===== src/rtl/imm_gen_pipe.sv =====
// imm_gen_pipe: pipelined RISC-V immediate generator with a valid/ready
// handshake on both sides. Storage is one output register plus one skid entry.
// Each entry holds a decoded result (immediate, format, tag).
// Optional feature macro: IMM_ILLEGAL_FLAG_EN. It adds the out_illegal flag and
// rejects words whose instr[1:0] is not 2'b11.
module imm_gen_pipe #(
    parameter int XLEN  = 32,
    parameter int TAG_W = 5
) (
    input  logic             clk,
    input  logic             rst_n,
    input  logic             flush,
    input  logic             in_valid,
    output logic             in_ready,
    input  logic [31:0]      in_instr,
    input  logic [TAG_W-1:0] in_tag,
    output logic             out_valid,
    input  logic             out_ready,
    output logic [XLEN-1:0]  out_imm,
    output logic [2:0]       out_fmt,
    output logic [TAG_W-1:0] out_tag
`ifdef IMM_ILLEGAL_FLAG_EN
    ,
    output logic             out_illegal
`endif
);

    typedef enum logic [1:0] {EMPTY = 2'd0, ONE = 2'd1, FULL = 2'd2} occ_t;

    typedef enum logic [2:0] {
        FMT_I   = 3'b000,
        FMT_S   = 3'b001,
        FMT_B   = 3'b010,
        FMT_U   = 3'b011,
        FMT_J   = 3'b100,
        FMT_R   = 3'b101,
        FMT_BAD = 3'b111
    } fmt_t;

    typedef struct packed {
        logic [XLEN-1:0]  imm;
        fmt_t             fmt;
        logic [TAG_W-1:0] tag;
`ifdef IMM_ILLEGAL_FLAG_EN
        logic             illegal;
`endif
    } res_t;

    localparam logic [6:0] OP_LOAD   = 7'b0000011;
    localparam logic [6:0] OP_IMM    = 7'b0010011;
    localparam logic [6:0] OP_AUIPC  = 7'b0010111;
    localparam logic [6:0] OP_STORE  = 7'b0100011;
    localparam logic [6:0] OP_REG    = 7'b0110011;
    localparam logic [6:0] OP_LUI    = 7'b0110111;
    localparam logic [6:0] OP_REG32  = 7'b0111011;
    localparam logic [6:0] OP_BRANCH = 7'b1100011;
    localparam logic [6:0] OP_JALR   = 7'b1100111;
    localparam logic [6:0] OP_JAL    = 7'b1101111;
    localparam logic [6:0] OP_SYSTEM = 7'b1110011;

    occ_t        state_q, state_d;
    res_t        out_q, skid_q, dec;
    logic [31:0] imm32;
    logic        in_ready_q;
    logic        in_fire;
    logic        load_in, load_skid, skid_to_out;

    // Decode the incoming word into format and a 32-bit sign-extended immediate.
    always_comb begin
        // NOTE: every combinational output gets a default first, so no path leaves it unassigned (no latch).
        imm32 = '0;
        dec   = '0;
        dec.fmt = FMT_BAD;
        case (in_instr[6:0])
            OP_IMM, OP_LOAD, OP_JALR, OP_SYSTEM: begin
                dec.fmt = FMT_I;
                imm32   = {{20{in_instr[31]}}, in_instr[31:20]};
            end
            OP_STORE: begin
                dec.fmt = FMT_S;
                imm32   = {{20{in_instr[31]}}, in_instr[31:25], in_instr[11:7]};
            end
            OP_BRANCH: begin
                dec.fmt = FMT_B;
                imm32   = {{19{in_instr[31]}}, in_instr[31], in_instr[7],
                           in_instr[30:25], in_instr[11:8], 1'b0};
            end
            OP_LUI, OP_AUIPC: begin
                dec.fmt = FMT_U;
                imm32   = {in_instr[31:12], 12'b0};
            end
            OP_JAL: begin
                dec.fmt = FMT_J;
                imm32   = {{11{in_instr[31]}}, in_instr[31], in_instr[19:12],
                           in_instr[20], in_instr[30:21], 1'b0};
            end
            OP_REG, OP_REG32: dec.fmt = FMT_R;
            default:          dec.fmt = FMT_BAD;
        endcase
`ifdef IMM_ILLEGAL_FLAG_EN
        // Compressed or malformed words are rejected outright.
        if (in_instr[1:0] != 2'b11) begin
            dec.fmt = FMT_BAD;
            imm32   = '0;
        end
        dec.illegal = (dec.fmt == FMT_BAD);
`endif
        dec.tag = in_tag;
        // Every format's sign bit is instr[31], so extending the 32-bit value covers XLEN=64.
        dec.imm = XLEN'($signed(imm32));
    end

    assign in_fire = in_valid & in_ready_q;

    // Occupancy next-state and the register-load controls it implies.
    always_comb begin
        state_d     = state_q;
        load_in     = 1'b0;
        load_skid   = 1'b0;
        skid_to_out = 1'b0;
        case (state_q)
            EMPTY: begin
                if (in_fire) begin
                    load_in = 1'b1;
                    state_d = ONE;
                end
            end
            ONE: begin
                if (out_ready) begin
                    if (in_fire) load_in = 1'b1;
                    else         state_d = EMPTY;
                end else if (in_fire) begin
                    load_skid = 1'b1;
                    state_d   = FULL;
                end
            end
            FULL: begin
                if (out_ready) begin
                    skid_to_out = 1'b1;
                    state_d     = ONE;
                end
            end
            default: state_d = EMPTY;
        endcase
        // Flush overrides any same-cycle transfer: nothing is loaded.
        if (flush) begin
            state_d     = EMPTY;
            load_in     = 1'b0;
            load_skid   = 1'b0;
            skid_to_out = 1'b0;
        end
    end

    // Occupancy state and the registered ready flag.
    always_ff @(posedge clk) begin
        // NOTE: sequential state uses non-blocking assignments so every register samples pre-edge values.
        if (!rst_n) begin
            state_q    <= EMPTY;
            in_ready_q <= 1'b0;
        end else begin
            state_q    <= state_d;
            in_ready_q <= (state_d != FULL);
        end
    end

    // Output and skid data registers.
    always_ff @(posedge clk) begin
        // NOTE: data registers are reset here only because the outputs must read zero during reset.
        if (!rst_n) begin
            out_q  <= '0;
            skid_q <= '0;
        end else begin
            if (load_in)          out_q <= dec;
            else if (skid_to_out) out_q <= skid_q;
            if (load_skid)        skid_q <= dec;
        end
    end

    assign in_ready  = in_ready_q;
    assign out_valid = (state_q != EMPTY);
    assign out_imm   = out_q.imm;
    assign out_fmt   = out_q.fmt;
    assign out_tag   = out_q.tag;
`ifdef IMM_ILLEGAL_FLAG_EN
    assign out_illegal = out_q.illegal;
`endif

endmodule


===== config.mk =====
export PLATFORM = sky130hd
export DESIGN_NAME = imm_gen_pipe
export DESIGN_NICKNAME = d
export VERILOG_FILES = /design/src/rtl/imm_gen_pipe.sv
export SDC_FILE = /design/constraint.sdc
export NUM_CORES = 1
export LEC_CHECK = 0
export CAP_MARGIN = 20
export CORE_ASPECT_RATIO = 1.75
export CORE_UTILIZATION = 45
export CTS_BUF_LIST = sky130_fd_sc_hd__clkbuf_2
export DETAILED_ROUTE_END_ITERATION = 10
export PLACE_DENSITY = 0.71
export SLEW_MARGIN = 0
export SYNTH_ARGS = -nofsm -noshare
export SYNTH_HDL_FRONTEND = slang
export SYNTH_SLANG_ARGS = --single-unit

===== constraint.sdc =====
create_clock -name clk -period 1.9 [get_ports clk]
set_clock_uncertainty 0.15 [all_clocks]
set_input_delay 0.38 -clock clk [delete_from_list [all_inputs] [get_ports clk]]
set_output_delay 0.38 -clock clk [all_outputs]
set_load 0.05 [all_outputs]

# [Word level (Yosys, flattened, before mapping)]
# Cells that the tools add are included.
[word_totals] reg_bits=83 input_bits=42 elab_cells=50
[classes] n_eq_ne=14 mux=21 bitwise=1 reduce_logical=6
[op_table] op="32-bit case mux with 5 select lines" n=1
[op_table] op="40-bit two-way mux" n=2
[op_table] op="7-bit by 6-bit == test with 1-bit output (second input constant)" n=4
[op_table] op="7-bit == test (second input constant)" n=4
[op_table] op="3-bit case mux with 6 select lines" n=1
[op_table] op="7-bit by 5-bit == test with 1-bit output (second input constant)" n=2
[op_table] op="2-bit two-way mux" n=6
[op_table] op="1-bit two-way mux" n=9
[op_table] op="7-bit by 2-bit == test with 1-bit output (second input constant)" n=1
[op_table] op="2-bit case mux with 3 select lines" n=1
[op_table] op="2-bit nonzero test" n=2
[op_table] op="2-bit OR reduction" n=2
[op_table] op="4-bit OR reduction" n=1
[op_table] op="2-bit by 1-bit == test with 1-bit output (second input constant)" n=1
[op_table] op="2-bit == test (second input constant)" n=1
[op_table] op="2-bit zero test" n=1
[op_table] op="2-bit != test (second input constant)" n=1
[op_table] op="1-bit case mux with 2 select lines" n=1
[op_table] op="1-bit bitwise AND" n=1

# [Depth between registers and ports, before layout]
# Gate-level depths: netlist of run 1.
[logic_depth] word_depth=6 ltp_mapped=8

# [Least setup slack after synthesis of run 1]
# OpenSTA, ideal clock, no wires.
[synth_timing] path_type="reg-to-reg" startpoint="reg in_ready_q (netlist: in_ready)" endpoint="reg out_q, in the netlist out_fmt[2]" arrival_time_ns=1.702 path_slack_ns=-0.027 path_stages_with_launch=8 synth_period_minus_slack_ns=1.927 cell_sequence="dfxtp_1 and3b_2 nand2_4 a21oi_4 buf_6 buf_6 nand3_2 a22oi_2"
[synth_via] elab_chain_len=6 word_cells_on_any_way=7 classes_between="5 x mux; 1 x bitwise; 1 x reduce/logical"
[synth_lines] element="start, declared" line_no="64" rtl="logic in_ready_q;"
[synth_lines] element="start signal, assigned" line_no="162" rtl="in_ready_q <= (state_d != FULL);"
[synth_lines] element="1-bit bitwise AND *" line_no="113" rtl="assign in_fire = in_valid & in_ready_q;"
[synth_lines] element="1-bit two-way mux *" line_no="123, 130"
[synth_lines] element="1-bit two-way mux" line_no="129" rtl="if (out_ready) begin"
[synth_lines] element="1-bit case mux with 2 select lines *" line_no="121" rtl="case (state_q)"
[synth_lines] element="1-bit two-way mux *" line_no="146" rtl="if (flush) begin"
[synth_lines] element="40-bit two-way mux or 2-bit nonzero test (tied branches)"
[synth_lines] element="end signal, assigned" line_no="174" rtl="else if (skid_to_out) out_q <= skid_q;"
[synth_lines] element="end, declared" line_no="62" rtl="res_t out_q, skid_q, dec;"
# Mark *: on every way between the ends. The rest lies on a longest branch, timed or not.
# A chain may end at the register's enable or synchronous reset.

# [Worst setup path after layout of run 1]
[layout_timing] startpoint="reg state_q[1]" endpoint="out out_valid"
[layout_via] elab_chain_len=1
[layout_lines] element="start, declared" line_no="61" rtl="occ_t state_q, state_d;"
[layout_lines] element="start signal, assigned" line_no="161" rtl="state_q <= state_d;"
[layout_lines] element="2-bit nonzero test" line_no="180" rtl="assign out_valid = (state_q != EMPTY);"
[layout_lines] element="end, declared" line_no="17" rtl="output logic out_valid,"
# Every way passes these cells.

==> results.ini, run 1 <==
[logic_synthesis]
synth_top_area_cell=dfxtp_1
async_flop_share_pct=0
yosysSeqAreaShare_pct=46.38
yosys_warnings=0
synth-main-ff-cell=dfxtp_1
yosysTopAreaCellShare_pct=46.38
synth_area_um2=3582
ys_ff_latch=83
avgSynthCellArea_um2=8.758
synth_edf_count=0
synth_area_leaders=dfxtp_1 46%, a21oi_1 8.7%, o221ai_1 6.8%
syn_inst=409
synth_cell_types=57
syn-num-nets=451

[setup_path]
critPathLaunchType=flop
crit_type=reg -> out
critPathArrivalTime_ns=1.41
reg2reg_depth=8
r2r_slack_ns=0.12
cp_max_fo=2
r2r_end=skid_q[9]
end_kind=output port
r2r-start=state_q[1]
worstPathRequired_ns=1.37

[cts]
root_buffer=clkbuf_2
htreeDepth=3
clk_path_buf_depth=2
cts.sinks=83
cts_buffers=9
postCtsHoldBufs=0
clock_latency_ns=0.55
cts_tree=yes
clk_pin_slew_ns=0.24

[final_layout]
areaGrowthSynthToFinish_pct=36.40
nFillCells=662
diodes=0
final_layout_size_suffix_gt1_share_pct=26.59
layout_commonest_cell=buf_4
utilization_pct=64.12
fin_nets=571
mostFrequentLayoutCells=91 x buf_4, 80 x dfxtp_1, 62 x a21oi_1
fin_cells=622

[drt]
postRouteAntennaNets=0
drt_iter0_markers=175
drc=0
wl_per_cell_um=16.64
routed_wl_um=10350
vias=3571
dr.pass1.iters=4
vias_per_cell=5.741

[timing]
hold_violations=0
maxSlewHeadroom_pct=62.03
layout_setup_ws_ns=-0.04010
max_freq_ghz=0.5154
setup_tns_ns=-0.04010
tightest_slew_ns=0.5695
setup_violations=1
slew_violations=0
post-route-period-util_pct=102.1
hold_slack_ns=0.1686
fin_crit_ns=1.940
rsz0062_at_grt=true

[die]
die_y_um=120.0
die-area_um2=8335
ios=84
rows=42
die_w_um=69.45
initial_core_util_pct=47.01
coreArea_um2=7620

[global_route]
antenna_found_initial=0
grt_pass1_wl_um=16860
grt_max_degree=30
gr-usage-all-layers_pct=25.46
overflow=0
first_global_vias=3509

[outcome]
status=finished with violations
failed_checks=setup timing

[power_and_ir_drop]
p_leak_nw=1.926
swShare_pct=31.25
switchingPower_w=0.001025
seqPwrFrac_pct=55.6
peakVddDrop_uv=541.0
pwr-share-clk_pct=25.1
p_per_area_nw_per_um2=671.4
power.internal_w=0.002255
p_comb_share_pct=19.3

[worst_hold_path]
hold_path.class=in -> reg
holdPathEnd=out_fmt[2]
hold_path_depth=3
worstHoldStart=rst_n

[placed_design]
dp_cells=606
hpwl_um=7710
pre_cts_slack_ns=-0.6269
port_buffers=83
gp_congestion=0.9156

[run]
drv_cap=0

power by group through the flow:
stage	Clock [W]	Sequential [W]	Combinational, W
2_1_floorplan	0	0.00200	0.000196
3_3_place_gp	0	0.00186	0.000626
3_5_place_dp	0	0.00186	0.000631
4_1_cts	0.000846	0.00182	0.000631
5_1_grt	0.000918	0.00183	0.000669
6_report	0.000824	0.00182	0.000632
repair_timing:
| item | 4_1_cts | 5_1_grt |
|---|---|---|
| pin swaps | 1 | 0 |
| endpoints found under the setup margin | 5 | 30 |
| resized for setup | 7 | 8 |
| buffers inserted | 1 | 0 |
cell type report:
class	instances	area [um^2]	area share, %
tap	88	110.1	2.254
multi-input combinational	292	1757	35.95
inverter	2	7.507	0.1536
clock inverter	6	46.29	0.9475
clock buffer	10	50.05	1.024
sequential	83	1665	34.08
timing repair buffer	141	1250	25.58
kinds of logic after synthesis:
family | Yosys count | share of synthesized area (%)
AO/OA/AOI/OAI | 175 | 30.98
adder cells (fa/ha/maj) | 1 | 0.2794
buffers and inverters | 34 | 5.065
flip-flops | 83 | 46.38
multiplexers | 1 | 0.2794
AND/OR/NAND/NOR | 115 | 17.01
Yosys cell counts, types with 3 or more instances:
cell and n:
a21boi_1 5, nand2b_1 3, o221ai_1 28, dfxtp_1 83, and3_1 3, nor2_1 10
and2_1 3, o21ai_0 43, buf_4 5, a31oi_1 11, o22ai_1 7, buf_2 16
nor3_1 4, clkbuf_1 8, nand3_1 13, nand2_1 57, a21oi_1 62
per-stage QoR:
stage,power (W),cell area [um^2]
6_report,0.003280,4886
5_1_grt,0.003419,4886
4_1_cts,0.003302,4863
3_5_place_dp,0.002487,4751
3_3_place_gp,0.002482,4751
2_1_floorplan,0.002199,3583
per-layer routing:
layer	up-vias	track usage [%]	share of wire, %
met5	-	0	0
met4	0	12.63	2.3
met3	19	4.114	4.5
met2	109	46.36	55
met1	1684	28.10	38
li1	1759	-	-
worst max-delay path by stage:
stage                      from          end  slack (ns)  cells after the start
floorplan              in_ready   out_fmt[2]        0.18                      7
global placement    in_instr[4]  out_imm[24]       -0.54                      6
detailed placement  in_instr[4]  out_imm[25]       -0.63                      6
CTS                  state_q[1]    out_valid        -0.1                      3
global route         state_q[1]    out_valid       -0.12                      3
finish               state_q[1]    out_valid       -0.04                      3
registers in the layout, summed over array words and instances (netlist names):
| signal | cells |
|---|---|
| out_imm | 32 |
| out_fmt | 3 |
| out_tag | 5 |
| in_ready | 1 |
| state_q | 2 |
| skid_q | 40 |
critical path, stage by stage (launching register included):
cell     delay [ns]
dfxtp_2        0.37
buf_6          0.11
or2_4          0.23
buf_12         0.15
Power figures use the tool's default switching activity.
==> run 2: changes to the inputs <==
Settings changed: SETUP_SLACK_MARGIN set to 0.05, SLEW_MARGIN 0 to 20.
==> run 2 against run 1 <==
Effect of this change: sequential share of layout area down 1.1 points; cell area rose by 3.4%; via count up 2.6%; the flow still finishes with violations (setup timing); wire length up 5.0%; sequential power about the same; clock-buffer cell count stayed put.
==> results.ini, run 2 (same netlist as run 1, synthesis figures left out) <==
[setup_path]
critPathLaunchType=flop
critPathArrivalTime_ns=1.44  ; +0.03 ns
crit_type=reg -> out
end_kind=output port
critPathCapture=out_valid
r2r_slack_ns=0.14  ; +0.02 ns
r2r_end=out_imm[4]
reg2reg_depth=8  ; unchanged
worstPathRequired_ns=1.37  ; about the same
crit_path_start=state_q[1]
r2r-start=in_ready
cp_max_fo=5  ; +3

[drt]
wl_per_cell_um=17.27  ; +3.8%
drc=0  ; unchanged
vias_per_cell=5.825  ; +1.5%
routed_wl_um=10860  ; +5.0%
dr.pass1.iters=4  ; unchanged
vias=3664  ; +2.6%
drt_iter0_markers=216  ; +23%
postRouteAntennaNets=0  ; unchanged

[final_layout]
fin_nets=578  ; +1.2%
design_area_um2=5052  ; +3.4%
largest_register_ffs=40  ; unchanged
fin_cells=629  ; +1.1%
areaGrowthSynthToFinish_pct=41.04
diodes=0  ; unchanged
final_layout_size_suffix_gt1_share_pct=28.28  ; +1.7 points
mostFrequentLayoutCells=89 x buf_4, 80 x dfxtp_1, 61 x a21oi_1
layout_commonest_cell=buf_4
utilization_pct=66.31  ; +2.2 points
regMostFlops=skid_q

[timing]
max_freq_ghz=0.5077  ; -1.5%
setup_tns_ns=-0.06952  ; -0.02942 ns
fin_crit_ns=1.970  ; +0.02942 ns
slew_violations=0  ; unchanged
setup_violations=1  ; unchanged
tightest_slew_ns=0.5923  ; +0.02274 ns
hold_slack_ns=0.1667  ; -0.001895 ns
rsz0062_at_grt=true
hold_violations=0  ; unchanged
post-route-period-util_pct=103.7  ; +1.5 points
layout_setup_ws_ns=-0.06952  ; -0.02942 ns
maxSlewHeadroom_pct=60.52  ; -1.5 points

[cts]
htreeDepth=3  ; unchanged
clk_pin_slew_ns=0.24  ; about the same
clk_path_buf_depth=2  ; unchanged
cts_buffers=9  ; unchanged
cts_tree=yes
cts.sinks=83  ; unchanged
postCtsHoldBufs=0  ; unchanged
root_buffer=clkbuf_2
clock_latency_ns=0.57  ; +0.02 ns

[power_and_ir_drop]
p_per_area_nw_per_um2=657.6  ; -2.1%
p_leak_nw=1.992  ; +3.4%
switchingPower_w=0.001047  ; +2.1%
power.internal_w=0.002275  ; +0.88%
peakVddDrop_uv=547.2  ; +1.2%
seqPwrFrac_pct=54.9  ; -0.7 points
pwr-share-clk_pct=25.1  ; about the same
p_comb_share_pct=20.0  ; +0.7 points
swShare_pct=31.51  ; +0.27 points

[run]
drv_cap=0  ; unchanged

[die]
initial_core_util_pct=47.01  ; unchanged
die_y_um=120.0  ; unchanged
die_w_um=69.45  ; unchanged
coreArea_um2=7620  ; unchanged
ios=84  ; unchanged
die-area_um2=8335  ; unchanged
rows=42  ; unchanged

[global_route]
grt_max_degree=30  ; unchanged
grt_pass1_wl_um=16880  ; +0.17%
overflow=0  ; unchanged
first_global_vias=3520  ; +0.31%
gr-usage-all-layers_pct=25.52  ; +0.053 points
antenna_found_initial=0  ; unchanged

[placed_design]
gp_congestion=0.9156  ; unchanged
dp_cells=606  ; unchanged
place_area_um2=4751  ; unchanged
hpwl_um=7710  ; unchanged
port_buffers=83  ; unchanged

[worst_hold_path]
worstHoldStart=rst_n
hold_path.class=in -> reg

[outcome]
failed_checks=setup timing
status=finished with violations

-- run 2: cell type report --
| type | count | area, um^2 |
|---|---|---|
| Timing Repair Buffer | 148 | 1391 |
| Sequential cell | 83 | 1668 |
| Multi-Input combinational cell | 292 | 1779 |
| Clock inverter | 6 | 46.29 |
| Clock buffer | 10 | 50.05 |
| Tap cell | 88 | 110.1 |
| Inverter | 2 | 7.507 |
| Fill cell | 648 | 2567 |
-- run 2: worst min-delay path by stage --
stage                     slack (ns)           to  cells past startpoint
after floorplan                 0.28   skid_q[19]                      2
after global placement          0.29    skid_q[0]                      2
after detailed placement        0.30   skid_q[19]                      2
after CTS                       0.14    skid_q[6]                      3
after global routing            0.16   out_fmt[2]                      3
final                           0.17  out_imm[11]                      3
-- run 2: layer usage --
metal  share of wire, %  wire (um)  GRT usage (%)  vias up
li1                   -          -              -     1777
met1                 38       4173          27.99     1757
met2                 55       5980          46.66      106
met3                4.0        438          4.114       24
met4                2.5        272          12.63        0
met5                  0          0              0        -
-- run 2: power by group through the flow --
stage          logic, W  clock network (W)  registers, W
6_report       0.000664           0.000835       0.00182
4_1_cts        0.000637           0.000846       0.00182
3_5_place_dp   0.000631                  0       0.00186
2_1_floorplan  0.000196                  0       0.00200
5_1_grt        0.000701           0.000923       0.00183
3_3_place_gp   0.000626                  0       0.00186
-- run 2: what timing repair did --
item | CTS | global route
gates resized for setup | 10 | 16
setup endpoints to repair | 33 | 50
buffers inserted | 1 | 4
pin swaps | 1 | 3
cloned | 0 | 3
-- run 2: worst max-delay path, stage by stage, from the launching register on --
cell and delay, ns:
dfxtp_2 0.37, buf_6 0.11, or2_4 0.23, buf_12 0.15
-- run 2: per-stage QoR --
stage          setup WS [ns]  total power, W
2_1_floorplan         0.1807        0.002199
3_3_place_gp         -0.5369        0.002482
3_5_place_dp         -0.6269        0.002487
4_1_cts              -0.1114        0.003306
5_1_grt              -0.1435        0.003454
6_report            -0.06952        0.003322
==> run 3: changes to the inputs <==
--- a/constraint.sdc
+++ b/constraint.sdc
@@ -4,2 +4,2 @@
 set_output_delay 0.38 -clock clk [all_outputs]
-set_load 0.05 [all_outputs]
+set_load 0.02 [all_outputs]
==> run 3 against run 2 <==
Effect of this change: the flow now finishes without violations; critical path depth decreased by 1; die area is the same; wire length is 3.5% lower; first-iteration DRC count rose by 6.0%; setup slack gained 0.12 ns; power decreased by 5.9%; cell area decreased by 1.8%; final cell count is 0.79% lower; sequential power about the same; via count down 0.46%; clock power down 6.0%; non-clock buffer count is 6 lower; critical path type unchanged; critical endpoint unchanged; largest power group unchanged.
==> results.ini, run 3 (same netlist as run 1, synthesis figures left out) <==
[drt]
dr.pass1.iters=4  ; unchanged
postRouteAntennaNets=0  ; unchanged
vias=3647  ; -0.46%
wl_per_cell_um=16.81  ; -2.7%
drc=0  ; unchanged
routed_wl_um=10490  ; -3.5%
vias_per_cell=5.845  ; +0.33%
drt_iter0_markers=229  ; +6.0%

[timing]
hold_violations=0  ; unchanged
rsz0062_at_grt=true
fin_crit_ns=1.850  ; -0.1197 ns
maxSlewHeadroom_pct=66.43  ; +5.9 points
slew_violations=0  ; unchanged
hold_slack_ns=0.1052  ; -0.06146 ns
max_freq_ghz=0.5406  ; +6.5%
tightest_slew_ns=0.5030  ; -0.08927 ns
layout_setup_ws_ns=0.05014  ; +0.1197 ns
setup_violations=0  ; -1
post-route-period-util_pct=97.36  ; -6.3 points

[final_layout]
largest_register_ffs=40  ; unchanged
areaGrowthSynthToFinish_pct=38.49
fin_nets=572  ; -1.0%
nFillCells=634  ; -2.2%
layout_commonest_cell=dfxtp_1
final-seq-area_um2=1670  ; +0.15%
regMostFlops=skid_q
final_layout_size_suffix_gt1_share_pct=20.19  ; -8.1 points
design_area_um2=4961  ; -1.8%
mostFrequentLayoutCells=80 x dfxtp_1, 61 x a21oi_1, 57 x nand2_1
multi_input_area_um2=1753  ; -1.5%

[power_and_ir_drop]
p_comb_share_pct=16.7  ; -3.3 points
seqPwrFrac_pct=58.2  ; +3.3 points
peakVddDrop_uv=526.6  ; -3.8%
swShare_pct=29.07  ; -2.4 points
pwr-share-clk_pct=25.1  ; about the same
power.internal_w=0.002218  ; -2.5%
finalPower_w=0.003126  ; -5.9%
p_per_area_nw_per_um2=630.2  ; -4.2%
p_leak_nw=1.937  ; -2.8%
switchingPower_w=0.0009088  ; -13%

[global_route]
overflow=0  ; unchanged
antenna_found_initial=1  ; +1
gr-usage-all-layers_pct=25.67  ; +0.15 points
first_global_vias=3585  ; +1.8%
grt_max_degree=31  ; +3.3%
grt_pass1_wl_um=17110  ; +1.3%

[setup_path]
cp_max_fo=6  ; +1
end_kind=output port
critPathArrivalTime_ns=1.32  ; -0.12 ns
worstPathRequired_ns=1.37  ; about the same
crit_type=reg -> out
critPathLaunchType=flop

[worst_hold_path]
hold_path.class=in -> reg

[cts]
root_buffer=clkbuf_2
cts_buffers=9  ; unchanged
cts_tree=yes
postCtsHoldBufs=0  ; unchanged
clk_pin_slew_ns=0.24  ; about the same
clock_latency_ns=0.54  ; -0.03 ns
htreeDepth=3  ; unchanged
cts.sinks=83  ; unchanged
clk_path_buf_depth=2  ; unchanged

[die]
ios=84  ; unchanged
coreArea_um2=7620  ; unchanged
die_y_um=120.0  ; unchanged
die_w_um=69.45  ; unchanged
die-area_um2=8335  ; unchanged
initial_core_util_pct=47.01  ; unchanged
rows=42  ; unchanged

[outcome]
status=complete, no violations

[placed_design]
gp_congestion=0.9032  ; -1.4%
port_buffers=83  ; unchanged
pre_cts_slack_ns=-0.5252  ; +0.1017 ns
place_area_um2=4807  ; +1.2%
hpwl_um=7560  ; -1.9%

[run]
drv_cap=0  ; unchanged

-- run 3: final timing paths --
check / slack (ns) / end / start / cells past startpoint
setup / recovery: 0.05 / out_valid / state_q[0] / 2
hold / removal: 0.11 / out_tag[2] / rst_n / 3
setup reg to reg: 0.09 / out_imm[1] / state_q[0] / 8
hold reg to reg: 0.32 / skid_q[2] / skid_q[2] / 2
-- run 3: layout make-up --
| cell class | instances | area share (%) |
|---|---|---|
| Inverter | 2 | 0.1513 |
| Clock buffer | 9 | 0.9079 |
| Timing Repair Buffer | 142 | 26.76 |
| Antenna cell | 1 | 0.05044 |
| Multi-Input combinational cell | 292 | 35.33 |
| Clock inverter | 7 | 0.9079 |
| Tap cell | 88 | 2.219 |
| Sequential cell | 83 | 33.67 |
-- run 3: metrics by stage --
stage                     setup TNS, ns  util (%)  instances
after floorplan                       0         -        409
after global placement           -24.21     63.09        603
after detailed placement         -26.61     63.09        603
after CTS                      -0.05081     63.78        619
after global routing                  0     65.11        624
final                                 0     65.11        624
-- run 3: timing repair --
item | 4_1_cts | 5_1_grt
setup endpoints to repair | 61 | 54
cloned | 0 | 1
pin swaps | 0 | 2
gates resized for setup | 58 | 39
setup buffers | 0 | 3
-- run 3: worst max-delay path: stages, from the launching register on --
cell and delay, ns:
dfxtp_4 0.42, or2_4 0.23, buf_6 0.13
-- run 3: layer usage --
layer | vias up | share of wire (%) | global-route usage, %
met3 | 15 | 5.0 | 4.786
met2 | 119 | 54 | 45.63
met5 | - | 0 | 0
met1 | 1744 | 39 | 29.45
li1 | 1769 | - | -
met4 | 0 | 2.3 | 11.35
-- run 3: power groups by stage --
stage	combinational, W	sequential [W]	clock, W
after floorplan	0.000194	0.00190	0
after global placement	0.000521	0.00186	0
after detailed placement	0.000529	0.00186	0
after CTS	0.000502	0.00182	0.000806
after global routing	0.000560	0.00183	0.000872
final	0.000522	0.00182	0.000785
